===== config.mk =====
export PLATFORM = sky130hd
export DESIGN_NAME = bus_demultiplex
export DESIGN_NICKNAME = d
export VERILOG_FILES = /design/src/rtl/bus_demultiplex.sv
export SDC_FILE = /design/constraint.sdc
export NUM_CORES = 1
export LEC_CHECK = 0
export CORE_MARGIN = 5
export CORE_UTILIZATION = 45
export CTS_BUF_LIST = sky130_fd_sc_hd__clkbuf_4
export CTS_CLUSTER_DIAMETER = 60
export DETAILED_ROUTE_END_ITERATION = 6
export GPL_TIMING_DRIVEN = 1
export PLACE_DENSITY = 0.78
export SKIP_LAST_GASP = 1
export SLEW_MARGIN = 20
export SYNTH_ARGS = -nofsm -noshare
export SYNTH_HDL_FRONTEND = slang
export SYNTH_SLANG_ARGS = --single-unit

===== constraint.sdc =====
create_clock -name clk -period 2.1 [get_ports clk]
set_input_delay 0.63 -clock clk [delete_from_list [all_inputs] [get_ports clk]]
set_output_delay 0.63 -clock clk [all_outputs]
set_load 0.005 [all_outputs]

===== src/rtl/bus_demultiplex.sv =====
// ----------------------------------------------------------------------------
// bus_demultiplex
//
// Registered 1-to-4 bus demultiplexer. Words arrive on one valid/ready input
// stream, each tagged with a 2-bit destination select. Each word is steered
// into one of four output channels (A/B/C/D). Every channel has a one-entry
// holding register and its own valid/ready handshake, so the four consumers
// can stall independently of each other.
//
// Optional feature macro: BUS_DEMUX_CNT_EN
//   When defined, the XFER_CNT port and an 8-bit accepted-word counter exist.
//   When it is not defined, the port and the counter are absent and all other
//   behaviour is identical.
//
// Ports
//   clk        in   1      rising-edge clock
//   reset      in   1      asynchronous, active-high reset
//   IN_DATA    in   WIDTH  word to deliver
//   IN_SEL     in   2      destination: 0=A, 1=B, 2=C, 3=D
//   IN_VALID   in   1      IN_DATA/IN_SEL valid
//   IN_READY   out  1      the presented word can be accepted this cycle
//   OUTA..OUTD out  WIDTH  holding-register contents, one per channel
//   OUT_VALID  out  4      bit i: channel i holds an undelivered word
//   OUT_READY  in   4      bit i: consumer i takes its word this cycle
//   XFER_CNT   out  8      accepted-word counter (BUS_DEMUX_CNT_EN only)
//
// Handshake semantics, on both the input side and every output channel:
//   A transfer happens on a rising edge where valid and ready are both 1.
//   Once valid is raised, the producer holds data (and select) stable until
//   the transfer happens. Ready may depend combinationally on the other
//   side's signals. Valid never depends on ready.
// ----------------------------------------------------------------------------
module bus_demultiplex #(
    parameter int WIDTH = 8
) (
    input  logic             clk,
    input  logic             reset,
    input  logic [WIDTH-1:0] IN_DATA,
    input  logic [1:0]       IN_SEL,
    input  logic             IN_VALID,
    output logic             IN_READY,
    output logic [WIDTH-1:0] OUTA,
    output logic [WIDTH-1:0] OUTB,
    output logic [WIDTH-1:0] OUTC,
    output logic [WIDTH-1:0] OUTD,
    output logic [3:0]       OUT_VALID,
    input  logic [3:0]       OUT_READY
`ifdef BUS_DEMUX_CNT_EN
    ,
    output logic [7:0]       XFER_CNT
`endif
);

    // Per-channel holding registers and full flags.
    logic [3:0][WIDTH-1:0] data_q;
    logic [3:0]            full_q;

    // Handshake terms.
    logic       acc;
    logic [3:0] load;
    logic [3:0] drn;

    // The input can be accepted if the selected channel is empty, or if its
    // consumer takes the held word in this same cycle. This makes full
    // throughput into a single always-ready channel possible. IN_READY is
    // driven from IN_SEL even while IN_VALID is low.
    assign IN_READY = ~full_q[IN_SEL] | OUT_READY[IN_SEL];
    assign acc      = IN_VALID & IN_READY;

    // One-hot load strobe. Only the selected channel is written.
    assign load = acc ? (4'b0001 << IN_SEL) : 4'b0000;

    // A channel drains whenever its held word is taken by the consumer.
    assign drn = full_q & OUT_READY;

    // Channel state. A load has priority over a drain: on a simultaneous load
    // and drain, the old word goes out and the new word replaces it, so the
    // full flag stays set. A drain alone clears the flag and leaves the stale
    // data in place, because data is only meaningful while the flag is set.
    always_ff @(posedge clk or posedge reset) begin
        if (reset) begin
            full_q <= 4'b0000;
            data_q <= '0;
        end else begin
            for (int i = 0; i < 4; i++) begin
                if (load[i]) begin
                    data_q[i] <= IN_DATA;
                    full_q[i] <= 1'b1;
                end else if (drn[i]) begin
                    full_q[i] <= 1'b0;
                end
            end
        end
    end

    assign OUTA      = data_q[0];
    assign OUTB      = data_q[1];
    assign OUTC      = data_q[2];
    assign OUTD      = data_q[3];
    assign OUT_VALID = full_q;

`ifdef BUS_DEMUX_CNT_EN
    // Counts accepted words. It wraps naturally from 255 to 0.
    logic [7:0] cnt_q;

    always_ff @(posedge clk or posedge reset) begin
        if (reset) begin
            cnt_q <= 8'd0;
        end else if (acc) begin
            cnt_q <= cnt_q + 8'd1;
        end
    end

    assign XFER_CNT = cnt_q;
`endif

endmodule


==> run metrics <==
die area=approximately 4300 um^2; CTS tree=built; Die Span Y=between 60 and 70 um; #FFs+latches synth=36; hold_buf cts=0; Port Buffers=53; crit path time final=just over 2000 ps; core area=3030 um^2; initial core utilization=a little under half; final hold violation count=0; minimum hold slack=a little over 500 ps; slowest stage delay, CP=450 ps; clock latency on the worst-skew pair=roughly 320 ps; Mapped Nets=roughly 110; Synth Cell Area=1410 um^2; worst vdd ir=between 0.6 and 0.7 mV; kind of cell adding the most delay to the critical path=multiplexers; dpl cells=~190; Worst EP arrival=about 1500 ps; final WL=around 3100 um; crit end category=primary output; die width=65.9 um; reported max-cap violation count=0; hold depth=1; clock buffer depth=2; Post-Syn Area per Cell=roughly 16 um^2; crit path max-delay cell type=mux4_2; Layout area overhead=52.0%; Pins Over Slew Limit=0; DRC Markers=0; fmax=approximately 0.48 GHz; Via Count=slightly below 1000; Finished Core Util=between 70% and 80%; overflow left after global routing=0; outcome=complete, no violations; sequential cell area fraction in the yosys report=between 60% and 70%; worst reg2reg startpoint=OUT_VALID[2]; Slew HR=about 70%; crit-path most repeated cell=buf_2; Clk pin slew, worst setup/hold paths=approximately 90 ps; leak pwr=approximately 0.00095 uW; largest net degree at the start of global routing=37; startpoint types=primary input; Syn. warnings=0; PD cells=835 nW/um^2; crit path cell chain=buf_2 -> nand2b_4 -> mux4_2 -> buf_2; worst path bufs/invs=2; Critical R2R Capture=OUTC[4]; # diodes=0; Placement Rows=20; HPWL Detailed=around 2200 um; first-pass GRT wire length=5450 um; drt pass-1 iters=4; clk root buf=clkbuf_4; Design Area, Final=around 2100 um^2; worst hold endpoint=OUTA[7]; final setup fails=0; fraction of layout cells with a size suffix above 1=between 40% and 50%; synth unique cells=13; RSZ-0062 raised after global routing=no; CP Max Fanout=2; Required @ worst endpoint=1470 ps; mean number of vias per cell=approximately 4.8; non-filler instance count after layout=a little over 200; worst slew pin tran=around 440 ps; GP Congestion=between 0.7 and 0.8; Worst R2R Path Depth=6; Hold Path Origin=OUTA[7]; initial antenna violation count=0; wire per inst=around 15 um; vias in the first global route=1108; crit share post-route=99.0%; CTS sink cnt=36; worst hold path type=reg2reg; Post-Synthesis Cells=89; # H-tree levels=2; GRT Total Usage=16.7%; r2r setup slk=roughly 600 ps; nets=177; placed instance area=between 2000 and 2500 um^2; Num CTS Buffers=5; DRT iter0 DRCs=28; CP Class=in2out; IO Pins=54; Post-DRT Antenna Nets=0; Clock Skew=~14 ps
## synthesized netlist by cell type
library cell,n,area (um^2)
and3_1,1,6.26
buf_2,3,15.0
dfrtp_1,36,901
inv_1,1,3.75
mux2_2,32,360
mux4_2,1,22.5
nand2_1,5,18.8
nand2b_1,4,25.0
nand3_1,1,5.00
nand3b_2,1,11.3
nor2b_1,2,12.5
nor3b_4,1,18.8
o21ai_0,1,5.00
## worst reg2reg max path, cell delays in order, from the launching register on
cell,delay (ps)
dfrtp_1,420
nand2b_4,80
buf_4,100
buf_4,90
nor3b_4,180
buf_4,180
mux2_2,330
## metal layers
layer  share of wire, %  track usage (%)  up-vias
li1                   -                -      451
met1                 42             20.7      488
met2                 49             26.7       39
met3                7.1             4.76        8
met4                1.9             8.29        0
met5                  0                0        -
## worst max-delay path by stage
stage | from | endpoint | slack [ps] | depth (start not counted)
global placement | OUT_READY[3] | IN_READY | -640 | 4
CTS | OUT_READY[3] | IN_READY | 8 | 4
floorplan | IN_SEL[0] | IN_READY | 170 | 2
finish | OUT_READY[3] | IN_READY | 20 | 4
global route | OUT_READY[3] | IN_READY | 0.1 | 4
detailed placement | OUT_READY[3] | IN_READY | -670 | 4
## where the power goes
group | switching, uW | leakage, uW | internal, uW
clock | 204 | 0.0000338 | 155
sequential | 74.9 | 0.000431 | 829
combinational | 148 | 0.000483 | 373
total | 427 | 0.000948 | 1360
## final cells by class
type / instances / area, um^2
Timing Repair Buffer: 67 / 604
Fill cell: 225 / 892
Tap cell: 44 / 55.1
Clock buffer: 7 / 52.6
Multi-Input combinational cell: 49 / 515
Inverter: 1 / 3.75
Sequential cell: 36 / 901
Clock inverter: 1 / 3.75
## layout by cell type (no fill, tap or decap), drive strengths merged
cell           Yosys  layout
nand3b             1       1
nand3              1       1
nor2b              2       2
nor3b              1       1
nand2              5       5
mux4               1       1
dlygate4sd2        0       1
nand2b             4       4
dfrtp             36      36
clkinv             0       1
o21ai              1       1
and3               1       1
buf                3      20
clkbuf             0       7
clkdlybuf4s50      0      46
mux2              32      32
inv                1       1
## registers in the layout, summed over array words and instances, names as in the netlist
| name | cells |
|---|---|
| OUTC | 8 |
| OUTA | 8 |
| OUTB | 8 |
| OUTD | 8 |
| OUT_VALID | 4 |
## logic make-up after synthesis
family                 after synthesis  share of synthesized area (%)
buffers and inverters                4                           1.34
DFF                                 36                           64.1
AOI/OAI and AO/OA                    1                          0.356
and+or+nand+nor                     15                           6.95
muxes                               33                           27.2
## timing repair
item / CTS / global route
endpoints found under the setup margin: 1 / 1
gates resized for setup: 24 / 1
setup buffers: 2 / 1
## through the flow
step / total power [uW] / TNS, ps / setup WS [ps]
global placement: 1430 / -3860 / -643
global route: 1900 / 0 / 0.134
CTS: 1820 / 0 / 7.59
floorplan: 1070 / 0 / 172
finish: 1780 / 0 / 20.5
detailed placement: 1440 / -4270 / -672
(Power assumes the default switching activity.)
